===== src/rtl/hadamard_collector.sv =====
// Collects the 4-lane complex result of the fixed-latency hadamard stage, buffers whole
// vectors and streams them out one complex SFP sample per cycle with an upstream credit.
module hadamard_collector #(
  parameter int expWidth    = 4,
  parameter int sigWidth    = 4,
  parameter int formatWidth = 9,
  parameter int LATENCY     = 5,
  parameter int DEPTH       = 4
) (
  input  logic                     clk,
  input  logic                     rst,
  input  logic                     start,
  input  logic [formatWidth*4-1:0] vec_real,
  input  logic [formatWidth*4-1:0] vec_imag,
  output logic                     can_start,
  output logic [formatWidth-1:0]   out_real,
  output logic [formatWidth-1:0]   out_imag,
  output logic [1:0]               out_lane,
  output logic                     out_last,
  output logic                     out_valid,
  input  logic                     out_ready,
  output logic                     overflow
);

  localparam int VW = formatWidth * 4;
  localparam int EW = 2 * VW;
  localparam int AW = $clog2(DEPTH);
  localparam int CW = AW + 1;
  localparam int IW = $clog2(LATENCY + 1);
  localparam int SW = ((CW > IW) ? CW : IW) + 1;
  localparam logic [CW-1:0] DEPTH_C = CW'(DEPTH);
  localparam logic [SW-1:0] DEPTH_S = SW'(DEPTH);

  generate
    if (LATENCY < 1 || DEPTH < 2 || (DEPTH & (DEPTH - 1)) != 0 ||
        formatWidth != 1 + expWidth + sigWidth) begin : g_bad_params
      $error("hadamard_collector: illegal parameter set");
    end
  endgenerate

  function automatic logic [formatWidth-1:0] lane_sel(input logic [VW-1:0] v,
                                                       input logic [1:0]    l);
    logic [formatWidth-1:0] r;
    case (l)
      2'd0:    r = v[formatWidth*1-1 : 0];
      2'd1:    r = v[formatWidth*2-1 : formatWidth*1];
      2'd2:    r = v[formatWidth*3-1 : formatWidth*2];
      2'd3:    r = v[formatWidth*4-1 : formatWidth*3];
      default: r = {formatWidth{1'b0}};
    endcase
    return r;
  endfunction

  logic [LATENCY-1:0] trk_r;
  logic [IW-1:0]      inflight_r;
  logic [IW-1:0]      inflight_nxt_s;
  logic [EW-1:0]      mem_r [DEPTH];
  logic [AW-1:0]      wr_ptr_r;
  logic [AW-1:0]      rd_ptr_r;
  logic [CW-1:0]      count_r;
  logic [CW-1:0]      count_nxt_s;
  logic [1:0]         lane_r;
  logic               overflow_r;
  logic               cap_s;
  logic               valid_s;
  logic               full_s;
  logic               pop_s;
  logic               wr_s;
  logic               drop_s;
  logic [EW-1:0]      head_s;
  logic [SW-1:0]      credit_sum_s;

  assign cap_s   = trk_r[LATENCY-1];
  assign valid_s = (count_r != {CW{1'b0}});
  assign full_s  = (count_r == DEPTH_C);
  assign pop_s   = valid_s & out_ready & (lane_r == 2'd3);
  // A full FIFO still accepts the capture when the head leaves in the same cycle.
  assign wr_s    = cap_s & (~full_s | pop_s);
  assign drop_s  = cap_s & full_s & ~pop_s;

  // Latency tracker: one bit per start marching towards the capture point.
  always_ff @(posedge clk or negedge rst) begin
    if (!rst) begin
      trk_r <= {LATENCY{1'b0}};
    end else begin
      trk_r[0] <= start;
      for (int i = 1; i < LATENCY; i++) begin
        trk_r[i] <= trk_r[i-1];
      end
    end
  end

  // Next in-flight count from start/capture activity.
  always_comb begin
    inflight_nxt_s = inflight_r;
    case ({start, cap_s})
      2'b10:   inflight_nxt_s = inflight_r + IW'(1'b1);
      2'b01:   inflight_nxt_s = inflight_r - IW'(1'b1);
      default: inflight_nxt_s = inflight_r;
    endcase
  end

  // Next FIFO occupancy from write/pop activity.
  always_comb begin
    count_nxt_s = count_r;
    case ({wr_s, pop_s})
      2'b10:   count_nxt_s = count_r + CW'(1'b1);
      2'b01:   count_nxt_s = count_r - CW'(1'b1);
      default: count_nxt_s = count_r;
    endcase
  end

  // Control state: pointers, counters, serialiser lane and sticky overflow.
  always_ff @(posedge clk or negedge rst) begin
    if (!rst) begin
      inflight_r <= {IW{1'b0}};
      count_r    <= {CW{1'b0}};
      wr_ptr_r   <= {AW{1'b0}};
      rd_ptr_r   <= {AW{1'b0}};
      lane_r     <= 2'd0;
      overflow_r <= 1'b0;
    end else begin
      inflight_r <= inflight_nxt_s;
      count_r    <= count_nxt_s;
      if (wr_s) begin
        wr_ptr_r <= wr_ptr_r + AW'(1'b1);
      end
      if (pop_s) begin
        rd_ptr_r <= rd_ptr_r + AW'(1'b1);
      end
      if (valid_s && out_ready) begin
        lane_r <= lane_r + 2'd1;
      end
      if (drop_s) begin
        overflow_r <= 1'b1;
      end
    end
  end

  // Vector storage; cleared on reset so the idle head reads as zero.
  always_ff @(posedge clk or negedge rst) begin
    if (!rst) begin
      for (int i = 0; i < DEPTH; i++) begin
        mem_r[i] <= {EW{1'b0}};
      end
    end else if (wr_s) begin
      mem_r[wr_ptr_r] <= {vec_imag, vec_real};
    end
  end

  // Credit ignores a same-cycle pop, so it can only under-promise.
  assign credit_sum_s = SW'(count_r) + SW'(inflight_r);
  assign can_start    = (credit_sum_s < DEPTH_S);

  assign head_s    = mem_r[rd_ptr_r];
  assign out_real  = lane_sel(head_s[VW-1:0], lane_r);
  assign out_imag  = lane_sel(head_s[EW-1:VW], lane_r);
  assign out_lane  = lane_r;
  assign out_last  = (lane_r == 2'd3);
  assign out_valid = valid_s;
  assign overflow  = overflow_r;

endmodule

===== config.mk =====
export PLATFORM = sky130hd
export DESIGN_NAME = hadamard_collector
export DESIGN_NICKNAME = d
export VERILOG_FILES = /design/src/rtl/hadamard_collector.sv
export SDC_FILE = /design/constraint.sdc
export NUM_CORES = 1
export LEC_CHECK = 0
export CORE_MARGIN = 2
export CORE_UTILIZATION = 60
export CTS_BUF_LIST = sky130_fd_sc_hd__clkbuf_8
export CTS_CLUSTER_DIAMETER = 40
export CTS_CLUSTER_SIZE = 40
export DETAILED_ROUTE_END_ITERATION = 12
export DONT_BUFFER_PORTS = 1
export PLACE_DENSITY = 0.79
export SLEW_MARGIN = 20
export SYNTH_ARGS = -nofsm -noshare
export SYNTH_HDL_FRONTEND = slang
export SYNTH_SLANG_ARGS = --single-unit

===== constraint.sdc =====
create_clock -name clk -period 2.1 [get_ports clk]
set_input_delay 0.42 -clock clk [delete_from_list [all_inputs] [get_ports clk]]
set_output_delay 0.42 -clock clk [all_outputs]
set_load 0.1 [all_outputs]

Yosys cells after proc, flatten, opt, wreduce, memory -nomap -nowiden:

Cells that the tools add are included.

* $add $sub $neg: 8
* multipliers: 0
* div/mod/pow operators: 0
* order comparisons: 4
* eq/ne operators: 8
* shift operators: 0
* multiplexer cells: 10
* bitwise logic cells: 10
* reduce and logical (&&, ||, !) cells: 6

Operators by type and width (number)
* $bwmux W288: 1
* $mux W72: 3
* $bmux W72 S2: 1
* $demux W72 S2: 1
* $pmux W9 S4: 2
* $pmux W3 S2: 2
* $eq A2 B2 Y1 const B: 4
* $add A2 B1 Y2 const B: 3
* $add A3 B1 Y3 const B: 2
* $eq A2 B1 Y1 const B: 3
* $ge A3 B3 Y1 const B: 2
* $not A2 Y3: 2
* $sub A3 B1 Y3 const B: 2
* $and A1 B1 Y1: 5
* $add A3 B3 Y4: 1
* $lt A4 B3 Y1 const B: 1
* $reduce_bool A2 Y1: 2
* $eq A3 B3 Y1 const B: 1
* $lt A3 B1 Y1 const B: 1
* $reduce_bool A3 Y1: 1
* $logic_and A1 B1 Y1: 2
* $logic_not A2 Y1: 1
* $not A1 Y1: 2
* $or A1 B1 Y1: 1

* flip-flop bits (word level): 306
* bits in latches: 0
* memory bits (writable): 0
* memory bits (read-only): 0
* input bits: 76
* memories kept: 0

Logic depth before layout (Yosys ltp):

* depth after elaboration: 7
* mapped depth: 10
* gate-level depth less buffers: 10

Worst setup path before layout:

OpenSTA, ideal clock, no wires.

* kind: flip-flop to output port
* from: register lane_r[0] (netlist: out_lane[0])
* to: output out_imag[0]
* arrival: 4334 ps
* data required time: 1680 ps
* setup slack: -2654 ps
* stages on the path, launching flop included: 7
* path buffers: 2
* path through: dfrtp_1 > ha_1 > clkbuf_1 > nor2b_1 > buf_1 > a31oi_1 > a31oi_1

* longest elaborated chain between the ends: 2
* elaborated cells between the ends (all ways): 5

Ends and longest elaborated chain
* from (decl): RTL line 62 `logic [1:0] lane_r;`
* from (signal assigned): RTL line 132 `lane_r <= lane_r + 2'd1;`
* $eq A2 B2 Y1
* named net out_last: RTL line 19 `output logic out_last,`
* $pmux W9 S4: RTL line 44 `case (l)`
* to (decl): RTL line 17 `output logic [formatWidth-1:0] out_imag,`

The timed path passes the listed nets, and every way through them passes these cells.

Worst setup path in the final report:

* from: register rd_ptr_r[0]
* to: output out_imag[5]

* longest elaborated chain between the ends: 5

Ends and longest elaborated chain
* from (decl): RTL line 59 `logic [AW-1:0] rd_ptr_r;`
* from (signal assigned): RTL line 119 `rd_ptr_r <= {AW{1'b0}};`
* from (signal assigned): RTL line 129 `rd_ptr_r <= rd_ptr_r + AW'(1'b1);`
* $not A2 Y3 (not written as such): RTL line 155 `assign head_s = mem_r[rd_ptr_r];`
* $bmux W72 S2: RTL line 155
* $mux W72 (not written as such) (2 in series): RTL line 155
* $pmux W9 S4: RTL line 44

Every way passes these cells. The select of a mux whose other input is x is not followed.

==> flow_metrics.py <==
metrics = {
    "run_status": {
        "status": "finished with violations",
        "violations": "hold timing, setup timing",
    },
    "clock_tree": {
        "numCtsBuffers": 40,
        "worstSkewPairLatency_ns": 0.58,
        "cts.sinks": 306,
        "clk_pin_slew_ns": 0.07,
        "htree_levels": 2,
        "cts-root-buf": "clkbuf_8",
        "clockBufferDepth": 3,
        "cts_tree": "built",
    },
    "grt": {
        "busiest_layer": "met2",
        "antenna_found_initial": 0,
        "grt_pass1_vias": 11100,
        "use_met2_pct": 63.4,
        "track_usage_pct": 39.3,
        "grt-ovfl-total": 0,
        "use_met3_pct": 9.00,
        "grt.met1_usage_pct": 49.7,
        "grt_max_degree": 307,
        "grt_pass1_wl_mm": 71.1,
    },
    "floorplanning": {
        "io-pin-count": 100,
        "rows": 55,
        "die_h_um": 157,
        "initial_core_util_pct": 61.7,
        "core_area_um2": 22800,
        "die-area_um2": 24700,
        "die_x_um": 157,
    },
    "sta": {
        "hold-worst-slack_ns": -0.450,
        "fmax_mhz": 318,
        "setup_violations": 315,
        "tns_ns": -165.02,
        "post-route-period-util_pct": 150,
        "timing_hold_violations_final": 312,
        "finalCriticalPeriod_ns": 3.15,
        "slew_headroom_pct": 37.3,
        "skew_ns": 0.0322,
        "final.setup.worst_slack_ns": -1.05,
        "tightestPinTransition_ns": 0.940,
        "rsz0062_at_grt": "yes",
        "slew_viol_final": 0,
    },
    "placement": {
        "dp_hpwl_mm": 21.7,
        "numPortBuffers": 0,
        "gp_congestion": 0.814,
    },
    "synthesis": {
        "yosys_register_bits": 306,
        "synth_area_um2": 14000,
        "ys_warn_count": 0,
        "ys_seq_area_share_pct": 54.5,
        "synth_cell_types": 29,
        "avgSynthCellArea_um2": 14.5,
        "synthCells": 971,
        "synth_nets": 1061,
    },
    "finish": {
        "final_nets": 1342,
        "final_cell_mix": "dfrtp_1 (301), mux2_4 (286), buf_4 (92)",
        "drive_gt1_share_pct": 57.9,
        "final_common_cell": "dfrtp_1",
        "fill_cells": 625,
        "antenna_cells": 0,
        "areaGrowthSynthToFinish_pct": 49.9,
    },
    "detailed_routing": {
        "dr.first_iter.drc_count": 1185,
        "totalWireLength_mm": 58.5,
        "drc": 0,
        "ant_nets": 0,
        "vias": 11100,
        "post_drt_wl_per_cell_um": 36.7,
        "firstDrtPassIters": 5,
        "routed_via_density": 6.99,
    },
    "worst_setup_path": {
        "timing.rr.start": "out_lane[1]$_DFFE_PN0N_",
        "slowest_stage": "dfrtp_4",
        "path_common_cell": "buf_12",
        "rrSetupSlack_ns": -0.80,
        "crit_type": "register to primary output",
        "worstPathCellList": "buf_12 > buf_12 > buf_4 > mux2i_1 > buf_4 > o22ai_4 > nor2_4 > a31oi_4 > buf_12",
        "cp_data_arrival_time_ns": 2.73,
        "cp-end-kind": "primary output",
        "crit_start": "rd_ptr_r[0]$_DFFE_PN0P_",
        "slowest_delay_ns": 0.54,
        "cp_max_fo": 10,
        "cp-start-kind": "register",
        "critical_path_required_ns": 1.68,
    },
    "worst_hold_path": {
        "hold_path_class": "primary input to async pin",
    },
    "run": {
        "maxCapViolCount": 0,
    },
}
[layout make-up]
type                            instances  area [um^2]  area share, %
Clock buffer                           47          647           3.07
Tap cell                              313          392           1.86
Sequential cell                       306         7670           36.4
Multi-Input combinational cell        584         8140           38.6
Timing Repair Buffer                  297         3890           18.5
Clock inverter                         23          230           1.09
Inverter                               23         88.8          0.422
[worst max-delay path, delay by kind of cell, from the launching register on]
kind | cells | cell delay (ns)
mux | 1 | 0.17
compound gates | 2 | 0.49
buf+inv | 5 | 0.84
simple gates | 1 | 0.10
flops | 1 | 0.54
[synthesized netlist by cell type, drive strengths merged]
cell type,number,share of area (%)
nor4,11,0.49
buf,53,3.2
nand2b,3,0.13
mux2i,101,7.2
a31oi,17,0.86
fa,2,0.29
inv,23,0.61
and3,1,0.045
ha,12,1.1
nor2,11,0.29
o21ai,2,0.071
nor2b,18,0.80
xnor2,5,0.31
dfrtp,306,55
a21oi,10,0.36
o211ai,8,0.43
mux2,289,23
clkbuf,8,0.21
nand2,20,0.61
mux4,18,2.9
or3,1,0.045
xor2,5,0.31
o22ai,46,2.0
a41o,1,0.071
[registers in the layout, indices dropped and copies added, names as in the netlist]
signal,count
overflow,1
out_lane,2
inflight_r,3
trk_r,5
count_r,3
wr_ptr_r,2
rd_ptr_r,2
mem_r,288
[what timing repair did]
item,4_1_cts,5_1_grt
pin swaps,23,26
endpoints found under the hold margin,515,310
cloned,26,10
gates resized for setup,307,273
buffers inserted,51,32
endpoints found under the setup margin,303,311
hold buffers,63,4
[through the flow]
step	utilization (%)	worst slack [ns]	hold slack, ns	area (um^2)	instances
3_5_place_dp	69.3	-0.370	0.136	15800	1357
4_1_cts	86.5	-0.781	-0.459	19700	1567
2_1_floorplan	-	-0.592	0.124	14400	971
3_3_place_gp	69.3	-0.372	0.137	15800	1357
5_1_grt	92.4	-1.06	-0.473	21100	1593
6_report	92.4	-1.05	-0.450	21100	1593
[cells by family (layout without fill, tap and decap cells)]
group / Yosys count / count (layout) / share of synthesized area [%]
multiplexers: 408 / 408 / 33.3
flip-flops: 306 / 306 / 54.5
AO/OA/AOI/OAI: 84 / 84 / 3.84
buffers and inverters: 84 / 390 / 4.00
AND/OR/NAND/NOR: 65 / 68 / 2.41
adder cells (fa/ha/maj): 14 / 14 / 1.35
XOR/XNOR: 10 / 10 / 0.624
[worst paths after layout]
check,endpoint,cells after the start
max,out_imag[5],9
min,mem_r[63]$_DFFE_PN0P_,0
max reg2reg,count_r[2]$_DFFE_PN0P_,16
min reg2reg,trk_r[3]$_DFF_PN0_,0
max in group asynchronous,mem_r[211]$_DFFE_PN0P_,0
min in group clk,mem_r[41]$_DFFE_PN0P_,1
[routing by layer]
| metal | share of wire (%) | wire length (um) |
|---|---|---|
| met1 | 35 | 20300 |
| met2 | 46 | 26900 |
| met3 | 11 | 6360 |
| met4 | 8.5 | 4970 |
| met5 | 0 | 0 |
Power is left out: the tool's default activity adds up to more than one toggle a clock period on the data nets, which glitch-free logic cannot reach.
